`src/rtl/vga_arb_pkg.sv`:
```
// Shared types and default constants for the VGA framebuffer arbiter.
package vga_arb_pkg;

    localparam int ARB_H_ACTIVE = 640;
    localparam int ARB_AW       = 19;
    localparam int ARB_DW       = 8;

    typedef enum logic [1:0] {
        IDLE      = 2'd0,
        PIX_ISSUE = 2'd1,
        PIX_WAIT  = 2'd2,
        WR_ISSUE  = 2'd3
    } arb_state_t;

    typedef struct packed {
        logic [ARB_AW-1:0] addr;
        logic [ARB_DW-1:0] data;
    } wr_entry_t;

    // Linear framebuffer address of an active-area pixel, truncated to the RAM width.
    function automatic logic [ARB_AW-1:0] lin_addr(input logic [9:0] v, input logic [9:0] h,
                                                   input int unsigned h_active);
        return ARB_AW'(32'(v) * h_active + 32'(h));
    endfunction

endpackage

```
`src/rtl/fb_write_fifo.sv`:
```
// Synchronous FIFO holding CPU {addr,data} write entries in acceptance order.
module fb_write_fifo
    import vga_arb_pkg::*;
#(
    parameter int DEPTH = 8
) (
    input  logic                   i_clk,
    input  logic                   i_rst_n,
    input  logic                   i_push,
    input  wr_entry_t              i_push_entry,
    input  logic                   i_pop,
    output wr_entry_t              o_head,
    output logic                   o_full,
    output logic                   o_empty,
    output logic [$clog2(DEPTH):0] o_level
);

    localparam int PW = $clog2(DEPTH);

    wr_entry_t     r_mem [DEPTH];
    logic [PW-1:0] r_wr_ptr;
    logic [PW-1:0] r_rd_ptr;
    logic [PW:0]   r_level;
    logic          w_do_push;
    logic          w_do_pop;

    assign o_full    = (r_level == (PW+1)'(DEPTH));
    assign o_empty   = (r_level == {(PW+1){1'b0}});
    assign o_level   = r_level;
    assign o_head    = r_mem[r_rd_ptr];
    assign w_do_push = i_push & ~o_full;
    assign w_do_pop  = i_pop & ~o_empty;

    // Entry storage; validity is carried by the pointers and level alone.
    always_ff @(posedge i_clk) begin
        if (w_do_push) begin
            r_mem[r_wr_ptr] <= i_push_entry;
        end
    end

    // Pointers wrap naturally because DEPTH is a power of two.
    always_ff @(posedge i_clk or negedge i_rst_n) begin
        if (!i_rst_n) begin
            r_wr_ptr <= {PW{1'b0}};
            r_rd_ptr <= {PW{1'b0}};
            r_level  <= {(PW+1){1'b0}};
        end else begin
            if (w_do_push) begin
                r_wr_ptr <= r_wr_ptr + PW'(1);
            end
            if (w_do_pop) begin
                r_rd_ptr <= r_rd_ptr + PW'(1);
            end
            case ({w_do_push, w_do_pop})
                2'b10:   r_level <= r_level + (PW+1)'(1);
                2'b01:   r_level <= r_level - (PW+1)'(1);
                default: r_level <= r_level;
            endcase
        end
    end

endmodule

```
`src/rtl/vga_fb_arbiter.sv`:
```
// Single-port framebuffer arbiter: fixed-latency pixel reads win, buffered CPU writes fill idle slots.
// Define VGA_ARB_BLANK_ONLY_EN to restrict FIFO draining to blanking intervals.
module vga_fb_arbiter
    import vga_arb_pkg::*;
#(
    parameter int H_ACTIVE   = ARB_H_ACTIVE,
    parameter int AW         = ARB_AW,
    parameter int DW         = ARB_DW,
    parameter int FIFO_DEPTH = 8
) (
    input  logic                        i_clk,
    input  logic                        i_rst_n,
    input  logic                        i_pix_stb,
    input  logic                        i_h_ena,
    input  logic                        i_v_ena,
    input  logic [9:0]                  i_h_pos,
    input  logic [9:0]                  i_v_pos,
    input  logic                        i_wr_valid,
    output logic                        o_wr_ready,
    input  logic [AW-1:0]               i_wr_addr,
    input  logic [DW-1:0]               i_wr_data,
    output logic [AW-1:0]               o_mem_addr,
    output logic                        o_mem_we,
    output logic [DW-1:0]               o_mem_wdata,
    input  logic [DW-1:0]               i_mem_rdata,
    output logic [DW-1:0]               o_pix_data,
    output logic [$clog2(FIFO_DEPTH):0] o_fifo_level
);

    arb_state_t    r_state;
    logic [AW-1:0] r_mem_addr;
    logic          r_mem_we;
    logic [DW-1:0] r_mem_wdata;
    logic [DW-1:0] r_pix_data;
    logic          r_s1_vld;
    logic          r_s1_en;
    logic          r_s2_vld;
    logic          r_s2_en;

    wr_entry_t     w_head;
    wr_entry_t     w_push_entry;
    logic          w_full;
    logic          w_empty;
    logic          w_push;
    logic          w_pop;
    logic          w_pix_go;
    logic          w_wr_perm;
    logic [AW-1:0] w_pix_addr;

    assign w_pix_go     = i_pix_stb & i_h_ena & i_v_ena;
    assign w_pix_addr   = lin_addr(i_v_pos, i_h_pos, H_ACTIVE);
    assign w_push       = i_wr_valid & ~w_full;
    assign w_push_entry = '{addr: i_wr_addr, data: i_wr_data};
    // The cycle after a read issue is reserved so the read data returns on a quiet port.
    assign w_pop        = ~w_pix_go & (r_state != PIX_ISSUE) & ~w_empty & w_wr_perm;

`ifdef VGA_ARB_BLANK_ONLY_EN
    logic r_blank;

    // Registered blanking flag gates FIFO draining for tear-free updates.
    always_ff @(posedge i_clk or negedge i_rst_n) begin
        if (!i_rst_n) begin
            r_blank <= 1'b0;
        end else begin
            r_blank <= ~(i_h_ena & i_v_ena);
        end
    end

    assign w_wr_perm = r_blank;
`else
    assign w_wr_perm = 1'b1;
`endif

    fb_write_fifo #(
        .DEPTH        (FIFO_DEPTH)
    ) u_fifo (
        .i_clk        (i_clk),
        .i_rst_n      (i_rst_n),
        .i_push       (w_push),
        .i_push_entry (w_push_entry),
        .i_pop        (w_pop),
        .o_head       (w_head),
        .o_full       (w_full),
        .o_empty      (w_empty),
        .o_level      (o_fifo_level)
    );

    // Memory port arbitration: pixel read first, then a FIFO write, else idle.
    always_ff @(posedge i_clk or negedge i_rst_n) begin
        if (!i_rst_n) begin
            r_state     <= IDLE;
            r_mem_addr  <= {AW{1'b0}};
            r_mem_we    <= 1'b0;
            r_mem_wdata <= {DW{1'b0}};
        end else if (w_pix_go) begin
            r_state     <= PIX_ISSUE;
            r_mem_addr  <= w_pix_addr;
            r_mem_we    <= 1'b0;
        end else if (r_state == PIX_ISSUE) begin
            r_state     <= PIX_WAIT;
            r_mem_we    <= 1'b0;
        end else if (w_pop) begin
            r_state     <= WR_ISSUE;
            r_mem_addr  <= w_head.addr;
            r_mem_wdata <= w_head.data;
            r_mem_we    <= 1'b1;
        end else begin
            r_state     <= IDLE;
            r_mem_we    <= 1'b0;
        end
    end

    // Strobe pipeline: read data is sampled two cycles after the strobe, blanked strobes yield 0.
    always_ff @(posedge i_clk or negedge i_rst_n) begin
        if (!i_rst_n) begin
            r_s1_vld   <= 1'b0;
            r_s1_en    <= 1'b0;
            r_s2_vld   <= 1'b0;
            r_s2_en    <= 1'b0;
            r_pix_data <= {DW{1'b0}};
        end else begin
            r_s1_vld <= i_pix_stb;
            r_s1_en  <= i_h_ena & i_v_ena;
            r_s2_vld <= r_s1_vld;
            r_s2_en  <= r_s1_en;
            if (r_s2_vld) begin
                r_pix_data <= r_s2_en ? i_mem_rdata : {DW{1'b0}};
            end
        end
    end

    assign o_wr_ready  = ~w_full;
    assign o_mem_addr  = r_mem_addr;
    assign o_mem_we    = r_mem_we;
    assign o_mem_wdata = r_mem_wdata;
    assign o_pix_data  = r_pix_data;

endmodule

```
`config.mk`:
```
export PLATFORM = sky130hd
export DESIGN_NAME = vga_fb_arbiter
export DESIGN_NICKNAME = d
export VERILOG_FILES = /design/src/rtl/vga_arb_pkg.sv /design/src/rtl/fb_write_fifo.sv /design/src/rtl/vga_fb_arbiter.sv
export SDC_FILE = /design/constraint.sdc
export NUM_CORES = 1
export LEC_CHECK = 0
export CAP_MARGIN = 0
export CORE_AREA = 2 2 160 162
export DETAILED_ROUTE_END_ITERATION = 8
export DIE_AREA = 0 0 162 164
export SETUP_SLACK_MARGIN = 0.5
export SYNTH_ARGS = -nofsm -noshare
export SYNTH_HDL_FRONTEND = slang
export SYNTH_SLANG_ARGS = --single-unit
```
`constraint.sdc`:
```
create_clock -name i_clk -period 6.25 [get_ports i_clk]
set_clock_uncertainty 0.2 [all_clocks]
set_input_delay 0.9375 -clock i_clk [delete_from_list [all_inputs] [get_ports i_clk]]
set_output_delay 0.9375 -clock i_clk [all_outputs]
set_load 0.01 [all_outputs]
```
# [Word level (Yosys, flattened, before mapping)]
# Memories as Yosys holds them, arrays and structs flattened.
# Index checks and enable logic that the tools add are counted.
[totals] out_inout_bits=41 reg_bits=52 input_bits=61 memories=1 ramBits=216 wordCells=55
[memory_table] name="u_fifo.r_mem" words=8 word_bits=27 read_ports=1 rd_ports_with_merged_regs=0 wr=1 line="fb_write_fifo.sv:20" rtl="wr_entry_t r_mem [DEPTH];"
[classes] muxes=13 n_eq_ne=6 bitwise_logic=12 reduce_logical=5 add_sub_neg=5 multipliers=1
[ops] cell="19-bit 2-to-1 mux" n=3
[ops] cell="19-bit by 10-bit adder with 19-bit output" n=1
[ops] cell="10-bit by 3-bit multiplier with 12-bit output, second input constant" n=1
[ops] cell="1-bit bitwise AND" n=8
[ops] cell="8-bit 2-to-1 mux" n=1
[ops] cell="4-bit case mux with 2 select lines" n=1
[ops] cell="3-bit by 1-bit adder with 3-bit output, second input constant" n=2
[ops] cell="2-bit 2-to-1 mux" n=3
[ops] cell="1-bit 2-to-1 mux" n=5
[ops] cell="4-bit by 1-bit adder with 4-bit output, second input constant" n=1
[ops] cell="2-bit by 1-bit equality test with 1-bit output, second input constant" n=2
[ops] cell="4-bit equality test, second input constant" n=1
[ops] cell="4-bit logical NOT" n=1
[ops] cell="1-bit inverter" n=4
[ops] cell="2-bit nonzero test" n=2
[ops] cell="4-bit by 1-bit subtractor with 4-bit output, second input constant" n=1
[ops] cell="3-bit AND reduction" n=1
[ops] cell="2-bit equality test, second input constant" n=1
[ops] cell="2-bit by 1-bit inequality test with 1-bit output, second input constant" n=1
[ops] cell="2-bit inequality test, second input constant" n=1
[ops] cell="2-bit AND reduction" n=1

# [Logic depth before layout (Yosys ltp)]
# Gate-level depths: netlist of run 1.
[logic_depth] ltp_word=8 depth_mapped=12 mapped_depth_nobuf=10

# [Hierarchy]
# From an unflattened synthesis of run 1, not the netlist that was laid out.
[hier_totals] hier_cells=613 area_unflattened_um2=11334.6
[modules_own_cells] module="fb_write_fifo" area_each_um2=8887.3 seq_area_each_um2=6736.5 cells_each=379 instances=1
[modules_own_cells] module="vga_fb_arbiter" area_each_um2=2447.3 seq_area_each_um2=1051.0 cells_each=234 instances=1

# [Worst setup path before layout of run 1]
# Ideal clock, no wire load.
[synth_path] path_kind="input -> register" startpoint="input port i_wr_valid" endpoint="memory u_fifo.r_mem[0][0] (netlist name) (enable)" setup_time_ns=0.479 slack_ns=1.873 path_stages=2 n_path_buf=0 t_required_ns=5.571 t_arrival_ns=3.698 path_cell_list="nand2_1 nor4_1"
[synth_between] elab_chain_len=4
[synth_lines] element="start, declared" line="vga_fb_arbiter.sv:18" rtl="input logic i_wr_valid,"
[synth_lines] element="1-bit bitwise AND" line="vga_fb_arbiter.sv:52" rtl="assign w_push = i_wr_valid & ~w_full;"
[synth_lines] element="1-bit bitwise AND" line="fb_write_fifo.sv:31" rtl="assign w_do_push = i_push & ~o_full;"
[synth_lines] element="1-bit 2-to-1 mux" line="fb_write_fifo.sv:36" rtl="if (w_do_push) begin"
[synth_lines] element="1-bit 2-to-1 mux (implied by the code)" line="fb_write_fifo.sv:37" rtl="r_mem[r_wr_ptr] <= i_push_entry;"
[synth_lines] element="end, declared" line="fb_write_fifo.sv:20"
# No other way between the ends.

# [Worst setup path after layout of run 1]
[layout_path] startpoint="input port i_h_ena" endpoint="register u_fifo.r_level[3], in the netlist u_fifo.o_level[3]"
[layout_between] elab_chain_len=8 elab_cells_between_ends=10 classes_between="2 x eq/ne; 1 x mux; 6 x bitwise; 1 x reduce/logical"
[layout_lines] element="start, declared" line="vga_fb_arbiter.sv:14" rtl="input logic i_h_ena,"
[layout_lines] element="1-bit bitwise AND (*) (2 in series)" line="vga_fb_arbiter.sv:50" rtl="assign w_pix_go = i_pix_stb & i_h_ena & i_v_ena;"
[layout_lines] element="1-bit inverter (no line) (*)"
[layout_lines] element="1-bit bitwise AND (*) (2 in series)" line="vga_fb_arbiter.sv:55" rtl="assign w_pop = ~w_pix_go & (r_state != PIX_ISSUE) & ~w_empty & w_wr_perm;"
[layout_lines] element="1-bit bitwise AND (*)" line="fb_write_fifo.sv:32" rtl="assign w_do_pop = i_pop & ~o_empty;"
[layout_lines] element="2-bit by 1-bit equality test with 1-bit output / 2-bit equality test (equally long branches)" line="fb_write_fifo.sv:54" rtl="case ({w_do_push, w_do_pop})"
[layout_lines] element="4-bit case mux with 2 select lines / 2-bit nonzero test (equally long branches)"
[layout_lines] element="end signal, assigned" line="fb_write_fifo.sv:55" rtl="2'b10: r_level <= r_level + (PW+1)'(1);"
[layout_lines] element="end signal, assigned" line="fb_write_fifo.sv:56" rtl="2'b01: r_level <= r_level - (PW+1)'(1);"
[layout_lines] element="end signal, assigned" line="fb_write_fifo.sv:57" rtl="default: r_level <= r_level;"
[layout_lines] element="end, declared" line="fb_write_fifo.sv:23" rtl="logic [PW:0] r_level;"
# Every way passes the cells marked *; elsewhere a longest branch is shown, timed or not.
# A chain may end at the register's enable or synchronous reset.

==> run metrics, run 1 <==
setup TNS=0 ns; post-synthesis async set-or-reset flop share=between 15 and 20%; Peak VDD IR=between 0.2 and 0.25 mV; post-synthesis sequential element count=around 270; remaining antenna violation count after routing=0; gpl congestion=a little under 0.8; H-tree depth=1; Yosys cell types=47; most common cell after layout, fill and taps aside=edfxtp_1; Logic pwr share=a little under 30%; CTS sink cnt=roughly 270; Sw Pwr=~1.8 mW; Critical Path RT=6.46 ns; Pleak=4.618 nW; gr busiest metal=met2; vias in the first global route=~6k; EDFF count, synth=216; worst hold path type=reg2reg; wire per inst=20.35 um; core region area=between 0.02 and 0.025 sq mm; met1 usage=23.93%; syn avg cell area=approximately 18 sq um; Final Core Density=a little over half; R2R setup slack=about 3.5 ns; Gate Count Post-Synth=623; Final setup viols=0; slew margin rel.=a little under a quarter; fillers=2022; area grow syn2layout=20.53%; share of layout cells above drive strength 1=between 15 and 20%; unrepaired setup endpoints after global routing=false; sequential area share after synthesis=between 70% and 80%; vias=roughly 5.8k; CP startpoint kind=input port; Clk Latency, worst-skew pair=between 0.5 and 0.6 ns; drt first pass iters=7; syn_nets=711; WP data arrival=between 3 and 4 ns; Final min period=3.461 ns; Final Non-Filler Cells=~1.1k; DRT Wirelength=roughly 22 mm; Post-layout nets=827; Num CTS Buffers=28; f_max=between 200 and 300 MHz; Via density=5.350; clock-pin slew on the worst setup and hold paths=about 0.06 ns; pwr/cell area=around 440 mW/mm^2; FP Rows=58; Tightest Pin Transition=between 1 and 1.5 ns; CTS max path bufs=3; CTS tree=yes; routing usage on met3=slightly below 3%; switching part of the total=about 30%; placed cells=around 1.0k; final period utilization=55.38%; DRT iter0 DRCs=approximately 430; CP Class=in2reg; setup bufs post-CTS=0; antenna violations before repair=0; number of max-cap violations=0; CTS resizes=0; Final Max Tran Viols=0; predominant post-synthesis flop cell=edfxtp_1; clk root buf=clkbuf_16; outcome=finished, final reports clean; GRT Total Usage=approximately 17%; largest net degree at the start of global routing=57; sequential share of power=between 40% and 50%; DR DRC count=0; die span in y=~160 um; Setup crit end kind=flip-flop; Top-Level Pins=102; die width=~160 um; final hold vios=0; ANT cells=0; commonest non-fill, non-tap cells in the layout=edfxtp_1 (216), clkdlybuf4s50_1 (100), mux4_2 (54); Critical Path Fanout Max=22; # port buffers=roughly 100; synthesized area=approximately 0.011 sq mm; Remaining Overflow, GRT=0; Initial Util=roughly 44%; hold-fix buffer count after cts=0; Min Hold Slack=~0.15 ns; met2 usage=~28%; Yosys warnings=0; internal power=just over 4 mW; Die Area=0.02657 sq mm; first-pass GRT wire length=about 34 mm; Clock power frac=around a quarter; dpl hpwl=about 13 mm
synthesized netlist by cell type (all sizes together) (13+ instances only):
library cell | instances | area share (%)
inv | 18 | 0.61
nor2 | 20 | 0.68
a21oi | 14 | 0.64
mux4 | 54 | 11
o211ai | 13 | 0.88
buf | 14 | 0.76
edfxtp | 216 | 59
mux2i | 28 | 2.5
o21ai | 38 | 1.8
dfrtp | 52 | 12
nand2 | 38 | 1.3
ha | 24 | 2.7
nand3 | 15 | 0.68
clkbuf | 13 | 0.44
area by class of cell:
| type | count | area, sq um | area share, % |
|---|---|---|---|
| inverter | 18 | 67.56 | 0.5082 |
| multi-input combinational | 310 | 3084 | 23.20 |
| sequential | 268 | 7792 | 58.61 |
| tap | 330 | 412.9 | 3.106 |
| clock buffer | 37 | 755.7 | 5.684 |
| clock inverter | 13 | 86.33 | 0.6493 |
| timing repair buffer | 113 | 1096 | 8.244 |
layer usage:
metal | vias up | part of all wire, %
met5 | - | 0
li1 | 2689 | -
met2 | 153 | 48
met3 | 27 | 5.3
met4 | 0 | 1.3
met1 | 2957 | 45
worst paths after layout:
kind / from / to / cells after the start
worst max-delay path: i_h_ena / u_fifo.o_level[3]$_DFFE_PN0P_ / 11
worst min-delay path: r_s1_en$_DFF_PN0_ / r_s2_en$_DFF_PN0_ / 0
worst max register to register: u_fifo.r_rd_ptr[0]$_DFFE_PN0P_ / o_mem_addr[13]$_DFFE_PN0P_ / 5
worst min register to register: r_s1_en$_DFF_PN0_ / r_s2_en$_DFF_PN0_ / 0
max in group asynchronous: i_rst_n / u_fifo.r_rd_ptr[0]$_DFFE_PN0P_ / 2
min in group asynchronous: i_rst_n / u_fifo.o_level[1]$_DFFE_PN0P_ / 2
logic make-up after synthesis:
family / after synthesis / share of synthesized area, %
compound gates: 80 / 4.549
xor+xnor: 20 / 1.724
fa+ha+maj: 27 / 3.267
buf+inv: 45 / 1.815
flops: 268 / 70.60
mux: 84 / 13.77
simple gates: 99 / 4.276
per-stage QoR:
| step | cell area [sq um] | power, mW | worst slack, ns |
|---|---|---|---|
| floorplan | 11030 | 3.720 | 1.873 |
| global placement | 12450 | 4.355 | 2.311 |
| detailed placement | 12450 | 4.390 | 2.227 |
| CTS | 13300 | 5.923 | 2.770 |
| global route | 13300 | 6.169 | 2.584 |
| finish | 13300 | 5.838 | 2.789 |
worst max-delay path, cell delays in order:
cell	delay [ns]
clkdlybuf4s50_1	0.51
nand3_1	0.55
nand2_1	0.40
nor2_4	0.05
ha_1	0.25
ha_1	0.28
a21o_1	0.18
a21oi_1	0.16
xnor2_1	0.14
nor2_1	0.07
xor2_1	0.14
power groups by stage:
stage               Clock [mW]  Combinational, mW  Sequential (mW)
global route              1.63               1.87             2.67
floorplan                    0               1.22             2.50
detailed placement           0               1.73             2.66
global placement             0               1.71             2.64
CTS                       1.56               1.74             2.62
finish                    1.52               1.71             2.61
state kept, by name (all words and copies together) (netlist names):
signal and flops:
r_s1_vld 1, u_fifo.r_rd_ptr 3, o_mem_wdata 8, r_s2_en 1, r_state 2, o_mem_we 1, o_mem_addr 19, u_fifo.o_level 4
r_s1_en 1, u_fifo.r_wr_ptr 3, r_s2_vld 1, o_pix_data 8, u_fifo.r_mem 216
(Power assumes the default switching activity.)
==> run 2, diff against run 1 <==
- PLACE_DENSITY: unset -> 0.67
- clock period: 6.25 -> 3 ns (I/O delays scaled with it)
==> run metrics, run 2 (synthesis results as in run 1) <==
Setup crit start=i_v_pos[5]; Reg2Reg Launch Point=u_fifo.o_level[2]$_DFFE_PN0P_; Final min period=about 2.4 ns; Setup crit end kind=flip-flop; crit-path cells=clkdlybuf4s50_1 > ha_1 > ha_4 > or3b_1 > o221ai_1 > or3b_4 > nand4_1 > nor4_2 > nand3b_1; pwr/cell area=929.5 mW/mm^2; GRT Total Usage=between 15 and 20%; antenna violations before repair=1; # port buffers=between 100 and 150; most common cell after layout, fill and taps aside=edfxtp_1; register area=about 0.0078 sq mm; vias=about 6k; Post-layout nets=between 800 and 900; FP Rows=58; dpl hpwl=roughly 14 mm; wire per inst=between 20 and 25 um; H-tree depth=1; Initial Util=44.44%; gpl congestion=0.7676; slew margin rel.=about three fifths; hold path startpoint=i_v_pos[0]; max incr delay on CP=0.47 ns; f_max=between 400 and 500 MHz; Num CTS Buffers=28; placed cells=between 1k and 1.5k; Final Max Tran Viols=0; DRT iter0 DRCs=around 500; CP Class=in2reg; R2R Path End=u_fifo.o_level[3]$_DFFE_PN0P_; met2 usage=28.65%; met1 usage=24.57%; die width=162 um; largest net degree at the start of global routing=57; slowest CP cell=clkdlybuf4s50_1; die span in y=around 160 um; share of layout cells above drive strength 1=approximately 24%; Die Area=between 0.02 and 0.03 sq mm; CTS sink cnt=~270; R2R setup slack=roughly 0.64 ns; clock-pin slew on the worst setup and hold paths=about 0.060 ns; area grow syn2layout=27.44%; final period utilization=81.55%; remaining antenna violation count after routing=0; DR DRC count=0; hold path endpoint=o_mem_addr[7]$_DFFE_PN0P_; r2r worst-path depth=9; multi-input logic area=roughly 0.0033 sq mm; first-pass GRT wire length=between 30 and 40 mm; routing usage on met3=3.737%; CTS tree=yes; Peak VDD IR=roughly 0.62 mV; Largest Register=u_fifo.r_mem; Critical Path RT=between 3 and 4 ns; commonest non-fill, non-tap cells in the layout=edfxtp_1 (216), clkdlybuf4s50_1 (94), mux4_2 (54); Pleak=a little under 5 nW; core region area=about 0.025 sq mm; number of max-cap violations=0; clk root buf=clkbuf_16; gr busiest metal=met2; unrepaired setup endpoints after global routing=true; Remaining Overflow, GRT=0; Min Hold Slack=around 0.12 ns; fillers=~1.9k; WP data arrival=between 2 and 3 ns; Tightest Pin Transition=0.6081 ns; Critical Path Fanout Max=7; Top-Level Pins=102; Final setup viols=0; Clk Latency, worst-skew pair=roughly 0.55 ns; Final Non-Filler Cells=1122; final hold vios=0; DRT Wirelength=22.67 mm; setup TNS=0 ns; CTS max path bufs=3; worst hold path type=in2reg; Via density=5.378; drt first pass iters=5; vias in the first global route=around 6.4k; CP startpoint kind=input port; WHS Path Cells=4; outcome=finished, final reports clean; max reg flops=between 200 and 250
[run 2: how the worst max path moves through the flow]
stage | to | slack [ns] | cells after the start
final | o_mem_addr[18]$_DFFE_PN0P_ | 0.55 | 9
after global placement | o_mem_addr[18]$_DFFE_PN0P_ | -0.11 | 9
after detailed placement | o_mem_addr[18]$_DFFE_PN0P_ | -0.14 | 9
after global routing | o_mem_addr[18]$_DFFE_PN0P_ | 0.46 | 9
after CTS | o_mem_addr[17]$_DFFE_PN0P_ | 0.50 | 10
after floorplan | u_fifo.r_mem[6][0]$_DFFE_PP_ | 0.24 | 4
[run 2: layer usage]
metal / vias up / wire length (um)
met1: 3074 / 10120
met2: 178 / 10720
met3: 31 / 1446
li1: 2749 / -
met5: - / 13
met4: 2 / 370
[run 2: layout make-up]
class,instances,share of cell area (%)
Tap cell,330,2.937
Timing Repair Buffer,143,10.31
Inverter,18,0.4806
Sequential cell,268,55.46
Clock inverter,20,2.083
Antenna cell,1,0.01780
Clock buffer,32,5.091
Multi-Input combinational cell,310,23.62
[run 2: worst max-delay path: cells and delay by family]
family,cells,cell delay (ns)
fa+ha+maj,2,0.64
simple gates,5,1.09
compound gates,1,0.08
buf+inv,1,0.47
[run 2: metrics by stage]
stage	area, sq um	utilization [%]	total power, mW	setup WS, ns
after floorplan	11150	-	7.852	0.2393
after global placement	12850	51.78	9.329	-0.1124
after detailed placement	12850	51.78	9.436	-0.1406
after CTS	13910	56.04	13.16	0.5004
after global routing	14050	56.63	13.76	0.4596
final	14060	56.64	13.07	0.5535
[run 2: what timing repair did]
item	in CTS	in global routing
gates resized for setup	10	17
setup endpoints to repair	7	11
hold buffers	1	0
buffers inserted	1	5
hold endpoints to repair	16	0
pin swaps	5	14
[run 2: power breakdown]
group,switching [mW],internal (mW)
Combinational,1.98,2.14
Sequential,0.481,4.79
Clock,1.42,2.25
==> run 3, diff against run 2 <==
- clock period: 3 -> 2.05 ns (I/O delays scaled with it)
==> run metrics, run 3 (synthesis results as in run 1) <==
DRT iter0 DRCs=just under 400; final worst slack=-0.1998 ns; Final Max Tran Viols=0; die span in y=between 150 and 200 um; max reg flops=approximately 220; drt first pass iters=4; first-pass GRT wire length=~38 mm; Critical Path Fanout Max=3; GRT Total Usage=between 10% and 20%; vias in the first global route=roughly 6.9k; Pleak=roughly 5.8 nW; f_max=roughly 440 MHz; CP startpoint kind=flip-flop; Initial Util=between 40% and 50%; Largest Register=u_fifo.r_mem; placed cells=approximately 1.1k; Peak VDD IR=between 0.9 and 1 mV; Placement Cell Area=~0.013 sq mm; failing checks=setup timing; number of max-cap violations=0; H-tree depth=1; Final min period=approximately 2.2 ns; Critical Path RT=~2.3 ns; largest net degree at the start of global routing=between 40 and 50; cell mode on critical path=ha_4; CTS tree=yes; CTS max path bufs=3; final period utilization=109.7%; Via density=around 5.3; final hold vios=0; # port buffers=about 100; wire per inst=between 20 and 25 um; fin area=~0.016 sq mm; die width=approximately 160 um; clock-pin slew on the worst setup and hold paths=approximately 0.060 ns; DRT Wirelength=~27 mm; worst hold path type=in2async; fillers=1740; Remaining Overflow, GRT=0; CP Class=reg2reg; area grow syn2layout=43.26%; Final Non-Filler Cells=1237; gpl congestion=just over 0.8; WP data arrival=2.46 ns; Post-layout nets=slightly below 1k; max incr delay on CP=0.45 ns; Setup crit end kind=flip-flop; Top-Level Pins=102; remaining antenna violation count after routing=0; core region area=0.02482 sq mm; slew margin rel.=approximately 72%; commonest non-fill, non-tap cells in the layout=edfxtp_1 (216), buf_4 (69), mux4_2 (54); worst path bufs/invs=0; antenna violations before repair=2; unrepaired setup endpoints after global routing=true; Clk Latency, worst-skew pair=0.55 ns; Design Power=roughly 22 mW; most common cell after layout, fill and taps aside=edfxtp_1; pwr/cell area=~1400 mW/mm^2; vias=6602; Tightest Pin Transition=0.4127 ns; slowest CP cell=dfrtp_2; Die Area=~0.027 sq mm; DR DRC count=0; Num CTS Buffers=28; CTS sink cnt=about 270; delay-heaviest family, CP=simple AND/OR/NAND/NOR gates; Final setup viols=10; clk root buf=clkbuf_16; FP Rows=58; outcome=finished, violations left; crit-path cells=nor4_4 > nor2_4 > ha_4 > ha_4 > a21o_1 > a21oi_2 > xnor2_1 > nor2_1 > xor2_1; dpl hpwl=approximately 16 mm; share of layout cells above drive strength 1=43.93%
-- run 3: changes by cell type in the layout (fill, tap and decap cells not counted), moves of 11 or more --
cell,previous run,this run
buf_12,10,35
buf_2,1,39
buf_4,31,69
buf_6,0,33
buf_8,0,11
clkdlybuf4s50_1,94,47
o21ai_0,34,11
o21ai_1,3,22
-- run 3: final cells by class --
class / count / area [sq um] / area share [%]
Clock inverter: 14 / 209.0 / 1.322
Sequential cell: 268 / 7797 / 49.34
Clock buffer: 38 / 788.3 / 4.988
Tap cell: 330 / 412.9 / 2.613
Inverter: 18 / 67.56 / 0.4276
Timing Repair Buffer: 258 / 2884 / 18.25
Antenna cell: 1 / 2.502 / 0.01584
Multi-Input combinational cell: 310 / 3641 / 23.04
-- run 3: tightest hold or removal path, stage by stage --
cell	delay (ns)
dlygate4sd3_1	0.52
buf_2	0.14
buf_12	0.25
-- run 3: metal layers --
| layer | GRT usage [%] | vias to the layer above | share of wire [%] |
|---|---|---|---|
| met3 | 3.763 | 29 | 6.1 |
| met4 | 4.344 | 2 | 1.4 |
| met2 | 33.58 | 189 | 52 |
| li1 | - | 2994 | - |
| met1 | 24.45 | 3388 | 41 |
| met5 | 0 | - | 0.047 |
-- run 3: power by group --
part / switching [mW] / total, mW / internal, mW
combinational: 4.12 / 9.16 / 5.04
sequential: 0.581 / 7.60 / 7.02
clock: 2.06 / 5.38 / 3.32
total: 6.76 / 22.1 / 15.4
-- run 3: metrics by stage --
stage	utilization, %	hold slack, ns	setup slack, ns	TNS, ns
finish	63.67	0.09288	-0.1998	-0.5430
global route	63.66	0.1245	-0.2915	-2.066
CTS	61.07	0.1002	-0.2092	-0.4602
detailed placement	54.35	-0.006266	-0.9480	-35.14
global placement	54.35	-0.01240	-0.9293	-30.44
floorplan	-	-0.1881	-0.4101	-20.15
-- run 3: path summary, 6_finish.rpt --
path,end,cells past startpoint,slack [ns],start
max in group asynchronous,o_mem_wdata[5]$_DFFE_PN0P_,3,0.76,i_rst_n
hold reg to reg,r_s2_vld$_DFF_PN0_,0,0.15,r_s1_vld$_DFF_PN0_
setup / recovery,u_fifo.o_level[3]$_DFFE_PN0P_,9,-0.20,u_fifo.o_level[2]$_DFFE_PN0P_
min in group i_clk,o_mem_addr[4]$_DFFE_PN0P_,3,0.11,i_h_pos[4]
setup reg to reg,u_fifo.o_level[3]$_DFFE_PN0P_,9,-0.20,u_fifo.o_level[2]$_DFFE_PN0P_
hold / removal,o_mem_wdata[6]$_DFFE_PN0P_,3,0.09,i_rst_n
-- run 3: what timing repair did --
action                                 in CTS  in global routing
gates resized for setup                   282                 59
buffers inserted                           35                 14
setup endpoints to repair                 293                294
endpoints found under the hold margin      53                  0
hold buffers                                3                  0
gates cloned                                6                 14
pin swaps                                  39                 28
